File: config.mk
export PLATFORM = sky130hd
export DESIGN_NAME = rect_draw_scheduler_flat
export DESIGN_NICKNAME = d
export VERILOG_FILES = /design/src/rtl/rect_draw_scheduler_if.sv /design/src/rtl/rect_draw_scheduler.sv /design/src/flat_wrapper.sv
export SDC_FILE = /design/constraint.sdc
export NUM_CORES = 1
export LEC_CHECK = 0
export BUFFER_PORTS_ARGS = -buffer_cell sky130_fd_sc_hd__buf_2
export CORE_ASPECT_RATIO = 0.75
export CORE_MARGIN = 10
export CORE_UTILIZATION = 52
export DETAILED_ROUTE_END_ITERATION = 10
export PLACE_DENSITY = 0.81
export SYNTH_ARGS = -nofsm -noshare
export SYNTH_HDL_FRONTEND = slang
export SYNTH_SLANG_ARGS = --single-unit
File: constraint.sdc
create_clock -name clock -period 3.6 [get_ports clock]
set_input_delay 0.18 -clock clock [delete_from_list [all_inputs] [get_ports clock]]
set_output_delay 0.18 -clock clock [all_outputs]
set_load 0.05 [all_outputs]
File: src/rtl/rect_draw_scheduler_if.sv
// rtl/rect_draw_scheduler_if.sv - client request / pixel stream bundle for the rectangle fill scheduler
interface rect_draw_scheduler_if #(
    parameter int NREQ = 4,
    parameter int IDW  = 2
);
    logic [NREQ-1:0]    req;
    logic [NREQ*10-1:0] req_x;
    logic [NREQ*9-1:0]  req_y;
    logic [NREQ*10-1:0] req_w;
    logic [NREQ*9-1:0]  req_h;
    logic [NREQ*3-1:0]  req_colour;
    logic [NREQ-1:0]    gnt;
    logic               busy;
    logic [9:0]         out_x;
    logic [8:0]         out_y;
    logic [2:0]         out_colour;
    logic               plot;
    logic               done;
    logic [IDW-1:0]     done_id;

    modport master (
        output req, req_x, req_y, req_w, req_h, req_colour,
        input  gnt, busy, out_x, out_y, out_colour, plot, done, done_id
    );

    modport slave (
        input  req, req_x, req_y, req_w, req_h, req_colour,
        output gnt, busy, out_x, out_y, out_colour, plot, done, done_id
    );
endinterface

File: src/rtl/rect_draw_scheduler.sv
// rtl/rect_draw_scheduler.sv - round-robin shared rectangle fill engine, one pixel per clock; optional CLIP_EN
module rect_draw_scheduler #(
    parameter int NREQ = 4,
    parameter int IDW  = 2
) (
    input logic                clock,
    input logic                resetn,
    rect_draw_scheduler_if.slave bus
);
    typedef enum logic [1:0] {S_IDLE, S_DRAW, S_FINISH} state_t;

    state_t         state;
    logic [IDW-1:0] rr_ptr;
    logic [IDW-1:0] win;
    logic [IDW-1:0] idx;
    logic           found;

    logic [9:0]     sel_x, sel_w;
    logic [8:0]     sel_y, sel_h;
    logic [2:0]     sel_c;

    logic [9:0]     jx, jw, cx;
    logic [8:0]     jy, jh, cy;
    logic [2:0]     jc;
    logic [IDW-1:0] jid;
    logic           pix_on;

    // Search starts at rr_ptr, which already holds last_grant+1.
    always_comb begin
        found = 1'b0;
        win   = '0;
        idx   = '0;
        for (int i = 0; i < NREQ; i++) begin
            idx = IDW'((int'(rr_ptr) + i) % NREQ);
            if (!found && bus.req[idx]) begin
                found = 1'b1;
                win   = idx;
            end
        end
    end

    always_comb begin
        sel_x = '0;
        sel_y = '0;
        sel_w = '0;
        sel_h = '0;
        sel_c = '0;
        for (int i = 0; i < NREQ; i++) begin
            if (IDW'(i) == win) begin
                sel_x = bus.req_x[i*10 +: 10];
                sel_y = bus.req_y[i*9 +: 9];
                sel_w = bus.req_w[i*10 +: 10];
                sel_h = bus.req_h[i*9 +: 9];
                sel_c = bus.req_colour[i*3 +: 3];
            end
        end
    end

`ifdef CLIP_EN
    logic [10:0] true_x;
    logic [9:0]  true_y;
    assign true_x = {1'b0, jx} + {1'b0, cx};
    assign true_y = {1'b0, jy} + {1'b0, cy};
    assign pix_on = (true_x < 11'd640) && (true_y < 10'd480);
`else
    assign pix_on = 1'b1;
`endif

    always_ff @(posedge clock or negedge resetn) begin
        if (!resetn) begin
            state          <= S_IDLE;
            rr_ptr         <= '0;
            jx             <= '0;
            jy             <= '0;
            jw             <= '0;
            jh             <= '0;
            jc             <= '0;
            jid            <= '0;
            cx             <= '0;
            cy             <= '0;
            bus.gnt        <= '0;
            bus.busy       <= 1'b0;
            bus.out_x      <= '0;
            bus.out_y      <= '0;
            bus.out_colour <= '0;
            bus.plot       <= 1'b0;
            bus.done       <= 1'b0;
            bus.done_id    <= '0;
        end else begin
            bus.gnt  <= '0;
            bus.done <= 1'b0;
            bus.plot <= 1'b0;
            case (state)
                S_IDLE: begin
                    if (found) begin
                        bus.gnt  <= NREQ'(1) << win;
                        bus.busy <= 1'b1;
                        rr_ptr   <= (win == IDW'(NREQ - 1)) ? '0 : win + 1'b1;
                        jx       <= sel_x;
                        jy       <= sel_y;
                        jw       <= sel_w;
                        jh       <= sel_h;
                        jc       <= sel_c;
                        jid      <= win;
                        cx       <= '0;
                        cy       <= '0;
                        // Zero-area jobs skip the scan but still report completion.
                        state    <= (sel_w != '0 && sel_h != '0) ? S_DRAW : S_FINISH;
                    end
                end
                S_DRAW: begin
                    bus.plot <= pix_on;
                    if (pix_on) begin
                        bus.out_x      <= jx + cx;
                        bus.out_y      <= jy + cy;
                        bus.out_colour <= jc;
                    end
                    if (cx == jw - 10'd1) begin
                        cx <= '0;
                        if (cy == jh - 9'd1) begin
                            state <= S_FINISH;
                        end else begin
                            cy <= cy + 9'd1;
                        end
                    end else begin
                        cx <= cx + 10'd1;
                    end
                end
                S_FINISH: begin
                    bus.done    <= 1'b1;
                    bus.done_id <= jid;
                    bus.busy    <= 1'b0;
                    state       <= S_IDLE;
                end
                default: state <= S_IDLE;
            endcase
        end
    end
endmodule
File: src/flat_wrapper.sv
// flat-port wrapper written by rule: the top's interface ports become plain ports
module rect_draw_scheduler_flat 
#(
    parameter int NREQ = 4,
    parameter int IDW  = 2
)
  (clock, resetn, bus_req, bus_req_x, bus_req_y, bus_req_w, bus_req_h, bus_req_colour, bus_gnt, bus_busy, bus_out_x, bus_out_y, bus_out_colour, bus_plot, bus_done, bus_done_id);
  rect_draw_scheduler_if #(.NREQ(NREQ), .IDW(IDW)) bus_i ();
  input logic clock;
  input logic resetn;
  input wire logic [$bits(bus_i.req)-1:0] bus_req;
  input wire logic [$bits(bus_i.req_x)-1:0] bus_req_x;
  input wire logic [$bits(bus_i.req_y)-1:0] bus_req_y;
  input wire logic [$bits(bus_i.req_w)-1:0] bus_req_w;
  input wire logic [$bits(bus_i.req_h)-1:0] bus_req_h;
  input wire logic [$bits(bus_i.req_colour)-1:0] bus_req_colour;
  output wire logic [$bits(bus_i.gnt)-1:0] bus_gnt;
  output wire logic [$bits(bus_i.busy)-1:0] bus_busy;
  output wire logic [$bits(bus_i.out_x)-1:0] bus_out_x;
  output wire logic [$bits(bus_i.out_y)-1:0] bus_out_y;
  output wire logic [$bits(bus_i.out_colour)-1:0] bus_out_colour;
  output wire logic [$bits(bus_i.plot)-1:0] bus_plot;
  output wire logic [$bits(bus_i.done)-1:0] bus_done;
  output wire logic [$bits(bus_i.done_id)-1:0] bus_done_id;
  assign bus_i.req = bus_req;
  assign bus_i.req_x = bus_req_x;
  assign bus_i.req_y = bus_req_y;
  assign bus_i.req_w = bus_req_w;
  assign bus_i.req_h = bus_req_h;
  assign bus_i.req_colour = bus_req_colour;
  assign bus_gnt = bus_i.gnt;
  assign bus_busy = bus_i.busy;
  assign bus_out_x = bus_i.out_x;
  assign bus_out_y = bus_i.out_y;
  assign bus_out_colour = bus_i.out_colour;
  assign bus_plot = bus_i.plot;
  assign bus_done = bus_i.done;
  assign bus_done_id = bus_i.done_id;
  rect_draw_scheduler #(.NREQ(NREQ), .IDW(IDW)) u_core (.clock(clock), .resetn(resetn), .bus(bus_i));
endmodule
== Yosys cells after proc, flatten, opt, wreduce, memory -nomap -nowiden ==
Cells that the tools add are included.
W data, S select, Z words.
Word-level totals
  word-level logic and storage cells: 118
  output and inout port bits: 31
  bits of input ports: 170
  register bits after elaboration: 97
Cells by class
  reduce and logical (&&, ||, !) cells: 18
  equal/unequal tests: 12
  $lt $le $gt $ge: 4
  add/subtract/negate cells: 10
  mux-type cells: 55
  shift operators: 1
Operators with widths (number)
  $mux W10: 10
  $mux W9: 11
  $pmux W10 S2: 1
  $mux W2: 9
  $pmux W9 S2: 1
  $lt A2 B3 Y1 const B: 4
  $mux W3: 4
  $mux W1: 11
  $add A10 B1 Y10 const B: 1
  $add A10 B10 Y10: 1
  $eq A10 B10 Y1: 1
  $reduce_bool A10 Y1: 1
  $sub A10 B1 Y10 const B: 1
  $add A9 B1 Y9 const B: 1
  $add A9 B9 Y9: 1
  $eq A9 B9 Y1: 1
  $reduce_bool A9 Y1: 1
  $sub A9 B1 Y9 const B: 1
  $bmux W1 S2: 4
  $mux W4: 2
  $ne A2 B1 Y1 const B: 3
  $reduce_and A2 Y1: 3
  $add A2 B1 Y2 const B: 2
  $add A2 B2 Y2 const B: 2
  other kinds (14): 23

== Logic depth before layout (Yosys ltp) ==
Gate-level depths: netlist of the first run.
  depth in word-level cells: 22
  depth in mapped cells: 16
  mapped depth without buffers: 14

== Worst setup path before layout of the first run ==
Ideal clock, no wire load.
  kind: reg-to-reg
  start point: reg u_core.rr_ptr[1]
  end point: reg u_core.state[1]
  required time: 3474 ps
  stages on the path, launching flop included: 16
  buffers on the path: 2
  path slack: 826 ps
  setup time: 126 ps
  period minus slack after synthesis: 2774 ps
  arrival: 2648 ps
  cells stage by stage: dfrtp_1 > inv_1 > a22oi_1 > o221ai_1 > nor2_1 > ha_1 > clkbuf_1 > nor2b_1 > clkbuf_1 > a22oi_1 > o21ai_0 > nor3_1 > a21oi_1 > nor2_1 > a41o_1 > o311a_1
On the way
  word-level cells in the longest chain between the ends: 22
  elaborated cells between the ends (all ways): 45
  classes of those cells: 3 x add/sub; 4 x eq/ne; 27 x mux; 11 x reduce/logical
RTL lines
  from (decl): RTL line rect_draw_scheduler.sv:13  | logic [IDW-1:0] rr_ptr;
  from (signal assigned): RTL line rect_draw_scheduler.sv:98  | rr_ptr <= (win == IDW'(NREQ - 1)) ? '0 : win + 1'b1;
  branches (longest 11 deep; another with $add A2 B1 Y2)
  $mux W2 *: RTL line rect_draw_scheduler.sv:35  | if (!found && bus.req[idx]) begin
  net u_core.win[0]: RTL line rect_draw_scheduler.sv:14  | logic [IDW-1:0] win;
  $logic_not A2 Y1: RTL line rect_draw_scheduler.sv:49  | if (IDW'(i) == win) begin
  $mux W10 or $mux W9 (tied branches) (4 in series): RTL line rect_draw_scheduler.sv:49
  $reduce_bool A10 Y1 or $reduce_bool A9 Y1 (tied branches): RTL line rect_draw_scheduler.sv:108  | state <= (sel_w != '0 && sel_h != '0) ? S_DRAW : S_FINISH;
  $logic_and A1 B1 Y1 *: RTL line rect_draw_scheduler.sv:108
  $mux W2 *: RTL line rect_draw_scheduler.sv:108
  $mux W2 *: RTL line rect_draw_scheduler.sv:95  | if (found) begin
  $pmux W2 S2 *: RTL line rect_draw_scheduler.sv:93  | case (state)
  to (signal assigned): RTL line rect_draw_scheduler.sv:108
  to (decl): RTL line rect_draw_scheduler.sv:12  | state_t state;
Mark *: on every way through the listed nets, which the timed path passes. The select of a mux whose other input is x is not followed.
A chain may end at the register's enable or synchronous reset.

== Worst setup path after layout of the first run ==
Same ends and word-level chain as after synthesis.

==> results of run 1 <==
-- worst paths after layout --
path                                  startpoint                  endpoint  slack, ns  cells after the start
worst max register to register  u_core.rr_ptr[1]           u_core.state[1]       0.41                     14
worst max-delay path            u_core.rr_ptr[1]           u_core.state[1]       0.41                     14
min in group asynchronous                 resetn  u_core.bus.out_colour[2]       0.35                      2
worst min-delay path               bus_req_x[36]              u_core.jx[6]       0.12                      3
max in group asynchronous                 resetn              u_core.jw[7]       2.44                      3
worst min register to register      u_core.jc[0]  u_core.bus.out_colour[0]       0.47                      2
-- registers in the layout (all words and copies together) (netlist names) --
register and count:
u_core.bus.out_x 10, u_core.cx 10, u_core.jw 10, u_core.jx 10, u_core.bus.out_y 9, u_core.cy 9, u_core.jh 9, u_core.jy 9
u_core.bus.gnt 4, u_core.bus.out_colour 3, u_core.jc 3, u_core.bus.done_id 2, u_core.jid 2, u_core.rr_ptr 2, u_core.state 2, u_core.bus.busy 1
u_core.bus.done 1, u_core.bus.plot 1
-- per-stage QoR --
| step | util [%] | power [mW] | hold slack (ns) |
|---|---|---|---|
| global route | 66.02 | 2.690 | 0.1433 |
| CTS | 66.02 | 2.578 | 0.1115 |
| floorplan | - | 1.386 | -0.1156 |
| finish | 66.02 | 2.566 | 0.1204 |
| detailed placement | 63.36 | 1.592 | 0.1896 |
| global placement | 63.36 | 1.588 | 0.1886 |
-- metal layers --
metal / global-route usage, % / up-vias / share of wire [%]
li1: - / 3072 / -
met1: 32.35 / 2904 / 47
met2: 33.48 / 297 / 41
met3: 7.791 / 28 / 10
met4: 7.905 / 0 / 2.0
met5: 0 / - / 0
-- synth_stat cells, types with 3 or more instances --
master and n:
nand2_1 105, o21ai_0 98, dfrtp_1 97, nor2_1 62
a21oi_1 61, clkbuf_1 42, inv_1 28, xnor2_1 26
ha_1 25, nor3_1 25, a221o_1 22, xor2_1 17
a221oi_1 16, nand3_1 8, nand4_1 8, and3_1 7
or3_1 7, a21o_1 6, buf_1 6, a31oi_1 5
mux2i_1 5, nand2b_1 5, nor2b_1 4, o21bai_1 4
a22oi_1 3, a31o_1 3, nand3b_1 3, nor3b_1 3
o211ai_1 3
-- report_power, final --
part	switching [mW]	total (mW)	leakage [nW]	internal [mW]
clock network	0.441	0.990	0.139	0.549
logic	0.277	0.481	2.28	0.204
registers	0.00374	1.10	1.28	1.09
-- tightest hold or removal path, cell delays in order --
cell	delay (ns)
buf_2	0.07
a21oi_1	0.05
o21ai_0	0.13
-- cells by family after synthesis --
group | count (synthesis) | synth area share, %
AO/OA/AOI/OAI | 247 | 24.62
XOR/XNOR | 43 | 5.933
adder cells (fa/ha/maj) | 27 | 5.559
buffers and inverters | 79 | 4.967
flip-flops | 97 | 38.24
multiplexers | 5 | 0.7885
AND/OR/NAND/NOR | 259 | 19.89
-- layout make-up --
| cell class | count | area share, % |
|---|---|---|
| multi-input cells | 581 | 46.56 |
| flip-flops and latches | 97 | 31.20 |
| repair buffers | 215 | 14.38 |
| clock buffers | 10 | 2.943 |
| well taps | 162 | 2.605 |
| inverters | 28 | 1.351 |
| clock inverters | 6 | 0.9649 |
==> flow_summary_export.csv, run 1 <==
group,metric,value,unit
sta,rsz0062_at_grt,"false",
logic_synthesis,yosysWarnings,0,
finish,final_cells,1099,
clock_network,cts_num_sinks,97,
logic_synthesis,ys_ff_latch,97,
critical_path,cp_data_arrival_time,3.43,ns
clock_network,insertion_delay,0.35,ns
logic_synthesis,synth_top_area_share,38.24,%
sta,slew_violations,0,
clock_network,cts_buffers,9,
placed_design,dp.cells,1082,
die,pin_count,201,
clock_network,h-tree-depth,3,
clock_network,path_clk_slew,0.07,ns
logic_synthesis,ys_top_cells_by_area,"dfrtp_1 (38%), o21ai_0 (7.7%), nand2_1 (6.2%), ha_1 (4.9%), a21oi_1 (4.8%)",
global_route,antenna_found_initial,0,
route,drt-initial-drc-count,436,
global_route,grt_pass1_vias,6075,
placed_design,placed_area,7466,sq um
logic_synthesis,synth-seq-area-share,38.24,%
finish,fillers,1001,
critical_path,cp_max_fo,26,
logic_synthesis,synth.distinct_cells,71,
die,die_x,147.6,um
critical_path,critPathCaptureType,"flip-flop",
route,drc,0,
outcome,status,"finished clean",
placed_design,gp_congestion,0.9156,
clock_network,post_cts_buffers,0,
sta,setup_ws,0.4056,ns
finish,diodes,0,
sta,tightest_slew,1.135,ns
run,cap_violations,0,
clock_network,clock_path_buffers,2,
sta,fin_skew,0.005606,ns
global_route,grt.overflow.total,0,
critical_path,crit_buf_inv,2,
sta,fin_setup_tns,0,ns
die,floorplan.core_area,11780,sq um
finish,post-route-cell-area,7780,sq um
global_route,grt_pass1_wl,32270,um
critical_path,critical_path.top_delay_family,"compound AO/OA/AOI/OAI gates",
finish,final_nets,1129,
critical_path,worstSetupPathType,"reg -> reg",
critical_path,crit_chain,"inv_1 > a22oi_1 > o221ai_1 > nor2_1 > inv_1 > ha_1 > nor2b_4 > a22oi_1 > o21ai_0 > nor3_1 > a21oi_1 > nor2_1 > a41o_1 > o311a_1",
route,via_count,6301,
die,die_h,115.7,um
finish,final_cell_mix,"buf_2 (199), nand2_1 (104), o21ai_0 (98)",
finish,area_growth,22.57,%
clock_network,cts_tree,"yes",
sta,hold_viol,0,
route,avgRoutedWirePerCell,18.22,um
die,start_util,53.86,%
critical_path,crit_required,3.83,ns
pwr,peakVddDrop,262.4,uV
logic_synthesis,synth_top_cell_by_area,"dfrtp_1",
placed_design,hpwl,16060,um
logic_synthesis,async_flop_share,100.0,%
clock_network,ctsHoldBuffers,1,
global_route,groute.usage.overall,23.34,%
placed_design,pre_cts_ws,0.4553,ns
sta,fin_crit,3.194,ns
logic_synthesis,syn_area_per_cell,8.385,sq um
route,drtAntennaViolNets,0,
clock_network,cts_resized,0,
critical_path,cpMaxStageDelayCell,"nor2b_4",
global_route,grt_max_degree,48,
sta,setup_violations,0,
route,wl,20030,um
finish,multi_input_area,3622,sq um
sta,period_share,88.73,%
pwr,cellLeakagePower,3.697,nW
critical_path,max_stage_delay,0.60,ns
pwr,p_per_area,329.9,nW/um^2
finish,drive_gt1_share,26.47,%
logic_synthesis,synthCells,757,
clock_network,cts_root_buf,"clkbuf_16",
die,die_area,17070,sq um
hold_path,holdCritPathClass,"in -> reg",
logic_synthesis,netlist_area,6347,sq um
route,vias_per_cell,5.733,
logic_synthesis,synth_edf_count,0,
logic_synthesis,syn_nets,954,
logic_synthesis,synth_ff_type,"dfrtp_1",
placed_design,place.port_buffers,200,
finish,final_common_cell,"buf_2",
sta,slew_headroom,23.73,%
sta,fmax,313.0,MHz
route,drt-pass1-iter-count,5,
die,rows,34,
finish,seq_area,2427,sq um
critical_path,cp-start-kind,"flip-flop",
Note: power is estimated with default switching activity, not from simulation.
==> run 2, diff against run 1 <==
CORE_UTILIZATION = 56   (was 52)
PLACE_DENSITY = 0.87   (was 0.81)
clock period = 3.76 ns   (was 3.6 ns; I/O delays follow)
==> flow_summary_export.csv, run 2 (synthesized netlist as in run 1, its figures left out) <==
group,metric,value,unit
placed_design,hpwl,15410,um
route,via_count,6371,
finish,final_common_cell,"buf_2",
sta,tightest_slew,1.140,ns
global_route,antenna_found_initial,0,
clock_network,cts_root_buf,"clkbuf_16",
critical_path,critPathCaptureType,"flip-flop",
clock_network,ctsHoldBuffers,1,
global_route,grt_pass1_vias,6280,
clock_network,h-tree-depth,3,
placed_design,pre_cts_ws,0.4553,ns
sta,setup_violations,0,
clock_network,cts_buffers,9,
pwr,clkPwrFrac,37.7,%
run,cap_violations,0,
clock_network,insertion_delay,0.35,ns
die,rows,33,
sta,fin_skew,0.008419,ns
sta,hold_viol,0,
route,wl,20130,um
critical_path,worstSetupPathType,"reg -> reg",
finish,final_nets,1124,
pwr,swShare,28.80,%
pwr,p_per_area,312.4,nW/um^2
outcome,status,"finished clean",
route,drt-initial-drc-count,484,
pwr,cellLeakagePower,3.681,nW
sta,fin_crit,3.395,ns
pwr,p_sw,694.4,uW
clock_network,cts_num_sinks,97,
clock_network,path_clk_slew,0.07,ns
clock_network,post_cts_buffers,0,
sta,slew_headroom,23.38,%
pwr,intPower,1.717,mW
clock_network,cts_resized,0,
finish,finalCoreUtilization,70.27,%
sta,period_share,90.29,%
critical_path,crit_required,3.99,ns
pwr,combPwrFrac,18.8,%
global_route,grt_max_degree,96,
global_route,groute.usage.overall,24.78,%
die,die_x,142.9,um
finish,area_growth,21.58,%
route,drtAntennaViolNets,0,
critical_path,cp_max_fo,27,
finish,final_cells,1072,
route,avgRoutedWirePerCell,18.78,um
sta,setup_ws,0.3650,ns
finish,final_cell_mix,"buf_2 (199), nand2_1 (104), o21ai_0 (98)",
placed_design,place.port_buffers,200,
die,die_area,16040,sq um
critical_path,cp_data_arrival_time,3.63,ns
critical_path,critical_path.top_delay_family,"compound AO/OA/AOI/OAI gates",
finish,drive_gt1_share,26.18,%
sta,fmax,294.5,MHz
die,start_util,57.79,%
global_route,grt.overflow.total,0,
clock_network,clock_path_buffers,2,
pwr,peakVddDrop,227.9,uV
hold_path,holdCritPathClass,"in -> reg",
die,pin_count,201,
sta,slew_violations,0,
die,die_h,112.2,um
sta,rsz0062_at_grt,"false",
critical_path,max_stage_delay,0.54,ns
route,drt-pass1-iter-count,5,
critical_path,cpMaxStageDelayCell,"ha_2",
finish,diodes,0,
global_route,grt_pass1_wl,32540,um
route,vias_per_cell,5.943,
pwr,p_seq_share,43.5,%
sta,fin_setup_tns,0,ns
placed_design,gp_congestion,0.9178,
route,drc,0,
die,floorplan.core_area,10980,sq um
critical_path,cp-start-kind,"flip-flop",
placed_design,dp.cells,1055,
clock_network,cts_tree,"yes",
critical_path,crit_chain,"inv_1 > a22oi_1 > o221ai_1 > nor2_1 > ha_2 > buf_4 > a22oi_1 > o21ai_0 > nor3_1 > a21oi_1 > nor2_1 > a41o_1 > o311a_1",
critical_path,crit_buf_inv,2,
==> run 2: routing by layer <==
| metal | part of all wire, % | global-route usage, % | vias to the layer above |
|---|---|---|---|
| met5 | 0 | 0 | - |
| met4 | 2.0 | 7.956 | 0 |
| li1 | - | - | 3065 |
| met2 | 43 | 37.40 | 339 |
| met3 | 11 | 8.930 | 35 |
| met1 | 44 | 32.39 | 2932 |
==> run 2: area by class of cell <==
| cell class | instances | area, sq um |
|---|---|---|
| multi-input cells | 581 | 3622 |
| well taps | 140 | 175.2 |
| inverters | 28 | 105.1 |
| clock inverters | 6 | 55.05 |
| fillers | 916 | 3266 |
| repair buffers | 210 | 1094 |
| clock buffers | 10 | 239.0 |
| flip-flops and latches | 97 | 2427 |
==> run 2: final timing paths <==
check	startpoint	endpoint	slack, ns	cells after the start
max	u_core.rr_ptr[1]	u_core.state[1]	0.36	13
min	bus_req_x[35]	u_core.jx[5]	0.13	3
max reg2reg	u_core.rr_ptr[1]	u_core.state[1]	0.36	13
min reg2reg	u_core.jid[1]	u_core.bus.done_id[1]	0.48	2
max in group asynchronous	resetn	u_core.jw[8]	2.35	3
min in group asynchronous	resetn	u_core.bus.out_colour[2]	0.50	2
==> run 2: per-stage QoR <==
stage | total power, mW | instance area [sq um] | hold slack [ns]
floorplan | 1.327 | 6347 | -0.1076
global placement | 1.509 | 7413 | 0.3431
detailed placement | 1.517 | 7413 | 0.3454
CTS | 2.421 | 7717 | 0.1156
global route | 2.518 | 7717 | 0.1573
finish | 2.411 | 7717 | 0.1255
==> run 2: power by group through the flow <==
stage | logic (mW) | registers (mW) | clock network [mW]
4_1_cts | 0.451 | 1.05 | 0.921
3_3_place_gp | 0.441 | 1.07 | 0
6_report | 0.454 | 1.05 | 0.909
2_1_floorplan | 0.257 | 1.07 | 0
5_1_grt | 0.506 | 1.05 | 0.964
3_5_place_dp | 0.448 | 1.07 | 0
==> run 2: tightest hold or removal path: cells and delay by family <==
| family | cells | cell delay (ns) |
|---|---|---|
| compound gates | 2 | 0.18 |
| buf+inv | 1 | 0.08 |
